===== config.mk =====
export PLATFORM = sky130hd
export DESIGN_NAME = rr_arbiter
export DESIGN_NICKNAME = d
export VERILOG_FILES = /design/src/rtl/arb_pkg.sv /design/src/rtl/rr_prio_enc.sv /design/src/rtl/rr_arbiter.sv
export SDC_FILE = /design/constraint.sdc
export NUM_CORES = 1
export LEC_CHECK = 0
export BUFFER_PORTS_ARGS = -buffer_cell sky130_fd_sc_hd__buf_2
export CORE_MARGIN = 2
export CORE_UTILIZATION = 54
export CTS_CLUSTER_SIZE = 16
export DETAILED_ROUTE_END_ITERATION = 10
export PLACE_DENSITY_LB_ADDON = 0.05
export SETUP_SLACK_MARGIN = 0.05
export SLEW_MARGIN = 10
export SYNTH_ARGS = -nofsm -noshare
export SYNTH_HDL_FRONTEND = slang
export SYNTH_SLANG_ARGS = --single-unit

===== constraint.sdc =====
create_clock -name clk -period 5.2 [get_ports clk]
set_input_delay 0.78 -clock clk [delete_from_list [all_inputs] [get_ports clk]]
set_output_delay 0.78 -clock clk [all_outputs]
set_load 0.01 [all_outputs]

===== src/rtl/arb_pkg.sv =====
// Shared state type, default sizes and one-hot helper for the round-robin arbiter.
package arb_pkg;

  typedef enum logic {
    ARB_IDLE,
    ARB_GRANT
  } arb_state_t;

  localparam int ARB_N        = 8;
  localparam int ARB_IDW      = 3;
  localparam int ARB_MAX_HOLD = 16;

  function automatic logic [ARB_N-1:0] arb_onehot(input logic [ARB_IDW-1:0] idx);
    logic [ARB_N-1:0] oh;
    oh      = '0;
    oh[idx] = 1'b1;
    return oh;
  endfunction

endpackage


===== src/rtl/rr_prio_enc.sv =====
// Rotating-priority pick: lowest active request at or after ptr, else lowest overall.
module rr_prio_enc
  import arb_pkg::*;
#(
  parameter int N   = ARB_N,
  parameter int IDW = ARB_IDW
) (
  input  logic [N-1:0]   req,
  input  logic [IDW-1:0] ptr,
  output logic           any,
  output logic [IDW-1:0] pick
);

  logic [N-1:0]   masked;
  logic [IDW-1:0] maskedPick;
  logic [IDW-1:0] fullPick;

  always_comb begin
    masked = '0;
    for (int i = 0; i < N; i++) begin
      masked[i] = req[i] && (i >= int'(ptr));
    end
  end

  // Scanning downward lets the lowest set index overwrite any higher one.
  always_comb begin
    maskedPick = '0;
    fullPick   = '0;
    for (int i = N - 1; i >= 0; i--) begin
      if (masked[i]) maskedPick = IDW'(i);
      if (req[i])    fullPick   = IDW'(i);
    end
  end

  assign any  = |req;
  assign pick = (|masked) ? maskedPick : fullPick;

endmodule


===== src/rtl/rr_arbiter.sv =====
// Round-robin arbiter with grant hold until release.
// Optional forced release after MAX_HOLD cycles when RR_ARB_TIMEOUT_EN is defined.
module rr_arbiter
  import arb_pkg::*;
#(
  parameter int N        = ARB_N,
  parameter int IDW      = ARB_IDW,
  parameter int MAX_HOLD = ARB_MAX_HOLD
) (
  input  logic           clk,
  input  logic           rst,
  input  logic [N-1:0]   req,
  input  logic           done,
  output logic [N-1:0]   gnt,
  output logic [IDW-1:0] gnt_id,
  output logic           gnt_valid,
  output logic           timeout
);

  if (MAX_HOLD < 2) begin : g_bad_hold
    $error("rr_arbiter: MAX_HOLD must be at least 2");
  end
  if (IDW != $clog2(N)) begin : g_bad_idw
    $error("rr_arbiter: IDW must equal clog2(N)");
  end

  arb_state_t     state;
  logic [IDW-1:0] ptr;
  logic           pickAny;
  logic [IDW-1:0] pick;
  logic [ARB_N-1:0] pickOh;
  logic           release_;
  logic           forced;

  rr_prio_enc #(.N(N), .IDW(IDW)) u_enc (
    .req  (req),
    .ptr  (ptr),
    .any  (pickAny),
    .pick (pick)
  );

  assign pickOh   = arb_onehot(ARB_IDW'(pick));
  assign release_ = done || !req[gnt_id];

`ifdef RR_ARB_TIMEOUT_EN
  localparam int HW = $clog2(MAX_HOLD);
  logic [HW-1:0] holdCnt;

  assign forced = (holdCnt == HW'(MAX_HOLD - 1));

  always_ff @(posedge clk) begin
    if (rst || state == ARB_IDLE) begin
      holdCnt <= '0;
    end else if (!release_ && !forced) begin
      holdCnt <= holdCnt + HW'(1);
    end
  end
`else
  assign forced = 1'b0;
`endif

  // A regular release outranks a forced one, so timeout only flags the pure forced case.
  always_ff @(posedge clk) begin
    if (rst) begin
      state     <= ARB_IDLE;
      ptr       <= '0;
      gnt       <= '0;
      gnt_id    <= '0;
      gnt_valid <= 1'b0;
      timeout   <= 1'b0;
    end else begin
      timeout <= 1'b0;
      case (state)
        ARB_IDLE: begin
          if (pickAny) begin
            gnt       <= pickOh[N-1:0];
            gnt_id    <= pick;
            gnt_valid <= 1'b1;
            state     <= ARB_GRANT;
          end
        end
        ARB_GRANT: begin
          if (release_ || forced) begin
            gnt       <= '0;
            gnt_id    <= '0;
            gnt_valid <= 1'b0;
            ptr       <= (gnt_id == IDW'(N - 1)) ? '0 : gnt_id + IDW'(1);
            timeout   <= forced && !release_;
            state     <= ARB_IDLE;
          end
        end
        default: state <= ARB_IDLE;
      endcase
    end
  end

endmodule

==> results of run 1 <==
[per-layer routing]
layer	wire, µm	track usage	vias to the layer above
met4	37	0.106	0
li1	-	-	441
met1	1050	0.333	423
met5	0	0	-
met2	902	0.360	21
met3	91	0.0520	5
[how the worst max path moves through the flow]
stage                 from   endpoint
floorplan           req[6]     gnt[2]
global placement    req[5]     ptr[0]
detailed placement  req[5]     ptr[0]
CTS                 req[5]     ptr[0]
global route        req[0]  gnt_id[0]
finish              req[5]     ptr[0]
[layout make-up]
cell class	instances	area [µm²]
clock buffers	4	36.3
inverters	4	15.0
fillers	133	498
multi-input cells	84	559
repair buffers	22	110
flip-flops and latches	16	320
well taps	16	20.0
[stage by stage]
step / power (W) / hold WS, ns
final: 0.000283 / 0.461
after CTS: 0.000284 / 0.468
after global placement: 0.000200 / 0.433
after floorplan: 0.000180 / 0.481
after global routing: 0.000299 / 0.492
after detailed placement: 0.000202 / 0.445
[registers in the layout, summed over array words and instances, names as in the netlist]
register and count:
gnt 8, gnt_id 3, gnt_valid 1, ptr 3, state 1
[cell families after synthesis]
| logic type | after synthesis |
|---|---|
| buf+inv | 7 |
| flops | 16 |
| other cells | 1 |
| compound gates | 36 |
| simple gates | 39 |
| mux | 6 |
| fa+ha+maj | 2 |
[power groups by stage]
stage | registers (W) | clock network (W) | logic (W)
2_1_floorplan | 0.000141 | 0 | 0.0000395
3_3_place_gp | 0.000140 | 0 | 0.0000595
3_5_place_dp | 0.000140 | 0 | 0.0000612
4_1_cts | 0.000138 | 0.0000849 | 0.0000614
5_1_grt | 0.000139 | 0.0000907 | 0.0000689
6_report | 0.000138 | 0.0000838 | 0.0000617
[worst max-delay path, cell delays in order]
cell and delay [ns]:
buf_2 0.14, mux4_1 0.52, mux2i_1 0.26, o21ai_2 0.16, or3_1 0.34, a21oi_2 0.13
[layout by cell type (no fill, tap or decap), drive strengths merged, types with 4 or more instances in the layout]
cell type	Yosys	layout
a21oi	7	7
a32o	4	4
buf	3	22
clkbuf	0	4
dfxtp	16	16
inv	4	4
mux2i	4	4
nand2	16	16
nor2	10	10
o21ai	7	7
==> impl_metrics.ini, run 1 <==
[yosys]
synth_edf_count = 0
synth_top_family_by_area = compound AO/OA/AOI/OAI gates
yosys.area.top_type = dfxtp_1
synth.area.top_cells = dfxtp_1 (35%), nand2_1 (6.5%), mux4_1 (5.7%), a32o_1 (4.4%), mux2i_1 (4.4%)
synth_simple_gate_area_frac = 0.195
yosys_warnings = 0
synthMuxAreaShare = 0.101
syn_avg_cell_area_um2 = 8.58
async_flop_share = 0
synth-adder-area-share = 0.0272
synth-seq-cells = 16
synthDominantCellAreaShare = 0.349
netlist_area_um2 = 918
synth_seq_area_share = 0.349
yosysUniqueCellTypes = 36
synth_xor_xnor_area_share = 0
ys.flop_type = dfxtp_1
syn_inst = 107
synth_commonest_cells = dfxtp_1 (16), nand2_1 (16), nor2_1 (10)
synth_fp_nets = 120
synth_compound_area_frac = 0.282

[clock_tree]
ctsResizeCount = 0
post_cts_buffers = 0
clk_pin_slew_ns = 0.10
cts-root-buf = clkbuf_4
numCtsBuffers = 3
cts_max_level = 1
cts_hold_buf = 0
cts_sinks = 16
cts_tree = yes
clockBufferDepth = 2
clk_latency_ns = 0.29

[sta]
slew_headroom = 0.586
finalSetupTns_ns = 0
hold_viol_final = 0
clock_skew_ns = 0.00427
worst_slew_pin_slew_ns = 0.621
setup_slack_ns = 3.11
fmax_mhz = 479
setup_viol = 0
slew_violations = 0
min_period_over_period = 0.402
fin_crit_ns = 2.09
rsz0062_at_grt = no

[route]
drt_iter0_markers = 28
drc_errors = 0
first_pass_iters = 4
drt-total-wl_mm = 2.08
vias = 890
ant_nets = 0
wire_per_inst_um = 14.2
vias_per_cell = 6.10

[die]
ioPinCount = 24
row_count = 14
start_util = 0.589
core-area_um2 = 1560
die_y_um = 45.2
die-area_um2 = 2050
dieWidth_um = 45.2

[power]
p_per_area_nw_per_um2 = 267
p_comb_frac = 0.218
switching_share = 0.298
p_int_w = 0.000199
pwr-share-seq = 0.486
p_switching_w = 0.0000845
power_frac_clock = 0.296
peakVddDrop_uv = 143
p_leak_nw = 0.482

[critical_path]
rr_endpoint = ptr[0]
setup.worst_path.class = in -> reg
required_ns = 5.43
r2r-start = gnt_id[0]
ff2ff_path_depth = 5
r2r_slack_ns = 3.19
path_max_fanout = 7
cp-start-kind = input port
endpoint_kind = flip-flop
crit_arrival_ns = 2.32

[place]
placedCellCount = 142
dp_hpwl_mm = 1.58
dpl_cell_area_um2 = 1020
dp_slack_ns = 2.79
place_congestion = 0.820
port_buffers = 22

[global_route]
grt_usage = 0.241
grt_pass1_wl_mm = 3.53
grt_antenna_before_repair = 0
overflow = 0
grt_pass1_vias = 777
grt_max_degree = 12

[hold_path]
hold_path_class = reg -> reg
min_to = gnt[1]
holdPathStages = 2
min_from = gnt[1]

[cells_and_area]
drive_gt1_frac = 0.238
final_cells = 146
area_delta_synth_final_pct = 15.5
final_core_util = 0.681
design_area_um2 = 1060
diodes = 0
nNetsFinal = 144

[flow_run]
max_cap_viol_count = 0

[run_status]
status = complete, no violations
(Power assumes the default switching activity.)
==> run 2, diff against run 1 <==
--- a/config.mk
+++ b/config.mk
@@ -7,7 +7,7 @@
 export LEC_CHECK = 0
 export BUFFER_PORTS_ARGS = -buffer_cell sky130_fd_sc_hd__buf_2
 export CORE_MARGIN = 2
-export CORE_UTILIZATION = 54
+export CORE_UTILIZATION = 51
 export CTS_CLUSTER_SIZE = 16
 export DETAILED_ROUTE_END_ITERATION = 10
 export PLACE_DENSITY_LB_ADDON = 0.05
==> constraint.sdc (replaced) <==
create_clock -name clk -period 2 [get_ports clk]
set_input_delay 0.3 -clock clk [delete_from_list [all_inputs] [get_ports clk]]
set_output_delay 0.3 -clock clk [all_outputs]
set_load 0.01 [all_outputs]
==> impl_metrics.ini, run 2 (synthesized netlist as in run 1, its figures left out) <==
[place]
port_buffers = 22
dpl_cell_area_um2 = 1050
dp_hpwl_mm = 1.54
placedCellCount = 153
place_congestion = 0.875
dp_slack_ns = 0.0703

[critical_path]
cp-start-kind = flip-flop
setup.worst_path.class = reg -> reg
cp_cell_sequence = mux4_1, mux2i_4, o21ai_4, or3_1, a21oi_2
cpMaxStageDelayCell = mux4_1
required_ns = 2.23
ff2ff_path_depth = 5
path_max_fanout = 6
r2r_slack_ns = 0.16
worst_path_largest_cell_delay_ns = 0.62
endpoint_kind = flip-flop
r2r-start = gnt_id[1]
crit_end = ptr[0]
rr_endpoint = ptr[0]
crit_arrival_ns = 2.07
cp-startpoint = gnt_id[1]

[sta]
finalSetupTns_ns = 0
slew_violations = 0
clock_skew_ns = 0.000993
setup_slack_ns = 0.156
fin_crit_ns = 1.84
rsz0062_at_grt = yes
setup_viol = 0
fmax_mhz = 542
min_period_over_period = 0.922
hold_viol_final = 0

[clock_tree]
cts_hold_buf = 0
clockBufferDepth = 2
cts_max_level = 1
cts_tree = yes
post_cts_buffers = 0
ctsResizeCount = 1
clk_latency_ns = 0.28
cts_sinks = 16
numCtsBuffers = 3
cts-root-buf = clkbuf_4
clk_pin_slew_ns = 0.09

[route]
top_layer_used = met4
wl_met2_um = 957
routedLengthMet1_um = 961
drc_errors = 0
first_pass_iters = 4
vias = 878
wire_per_inst_um = 12.9
vias_per_cell = 5.59
wl_met3_um = 75
drt_iter0_markers = 18
ant_nets = 0
drt-total-wl_mm = 2.03

[cells_and_area]
final_cell_mix = buf_2 (22), nand2_1 (16), dfxtp_1 (14)
design_area_um2 = 1110
regMostFlops = gnt
fillCellCount = 148
seq_area_um2 = 323
largest_reg_flops = 8
final_cells = 157
diodes = 0
area_delta_synth_final_pct = 21.3
final_common_cell = buf_2
reg.largest.list = gnt x8, gnt_id x3, ptr x3
drive_gt1_frac = 0.280
multi_input_area_um2 = 583
nNetsFinal = 146

[die]
dieWidth_um = 46.4
ioPinCount = 24
die-area_um2 = 2160
die_y_um = 46.4
row_count = 15
start_util = 0.538
core-area_um2 = 1710

[global_route]
grt_max_degree = 12
overflow = 0
grt_pass1_vias = 767
grt_pass1_wl_mm = 3.48
grt_usage = 0.236
grt_antenna_before_repair = 0

[power]
p_leak_nw = 0.497
power.total_w = 0.000742
p_per_area_nw_per_um2 = 666
peakVddDrop_uv = 471

[flow_run]
max_cap_viol_count = 0

[run_status]
status = complete, no violations

[hold_path]
hold_path_class = in -> reg
-- run 2: cell type report --
class / instances / share of cell area
repair buffers: 24 / 0.112
inverters: 4 / 0.0135
well taps: 25 / 0.0281
multi-input cells: 84 / 0.524
clock buffers: 4 / 0.0326
flip-flops and latches: 16 / 0.290
-- run 2: worst max-delay path, delay by kind of cell, from the launching register on --
family,cells,cell delay [ns]
AO/OA/AOI/OAI,2,0.23
multiplexers,2,0.83
flip-flops,1,0.39
AND/OR/NAND/NOR,1,0.33
-- run 2: worst min path at each step --
stage           start  endpoint  cells after the start
6_report          rst    ptr[0]                      2
4_1_cts           rst    ptr[0]                      2
2_1_floorplan     rst    ptr[0]                      1
3_3_place_gp   gnt[3]    gnt[3]                      2
3_5_place_dp   gnt[5]    gnt[5]                      2
5_1_grt           rst    ptr[0]                      2
-- run 2: report_power, final --
group          leakage (nW)  switching (W)  internal (W)
Combinational         0.345      0.0000969     0.0000770
Sequential            0.132      0.0000192      0.000338
Clock                0.0210       0.000100      0.000111
-- run 2: metal layers --
metal,GRT usage,vias up
li1,-,448
met1,0.320,409
met2,0.350,17
met3,0.0588,4
met4,0.103,0
met5,0,-
-- run 2: through the flow --
| stage | utilization | hold WS, ns |
|---|---|---|
| after detailed placement | 0.615 | 0.434 |
| after global routing | 0.652 | 0.238 |
| final | 0.652 | 0.235 |
| after CTS | 0.639 | 0.229 |
| after floorplan | - | 0.362 |
| after global placement | 0.615 | 0.430 |
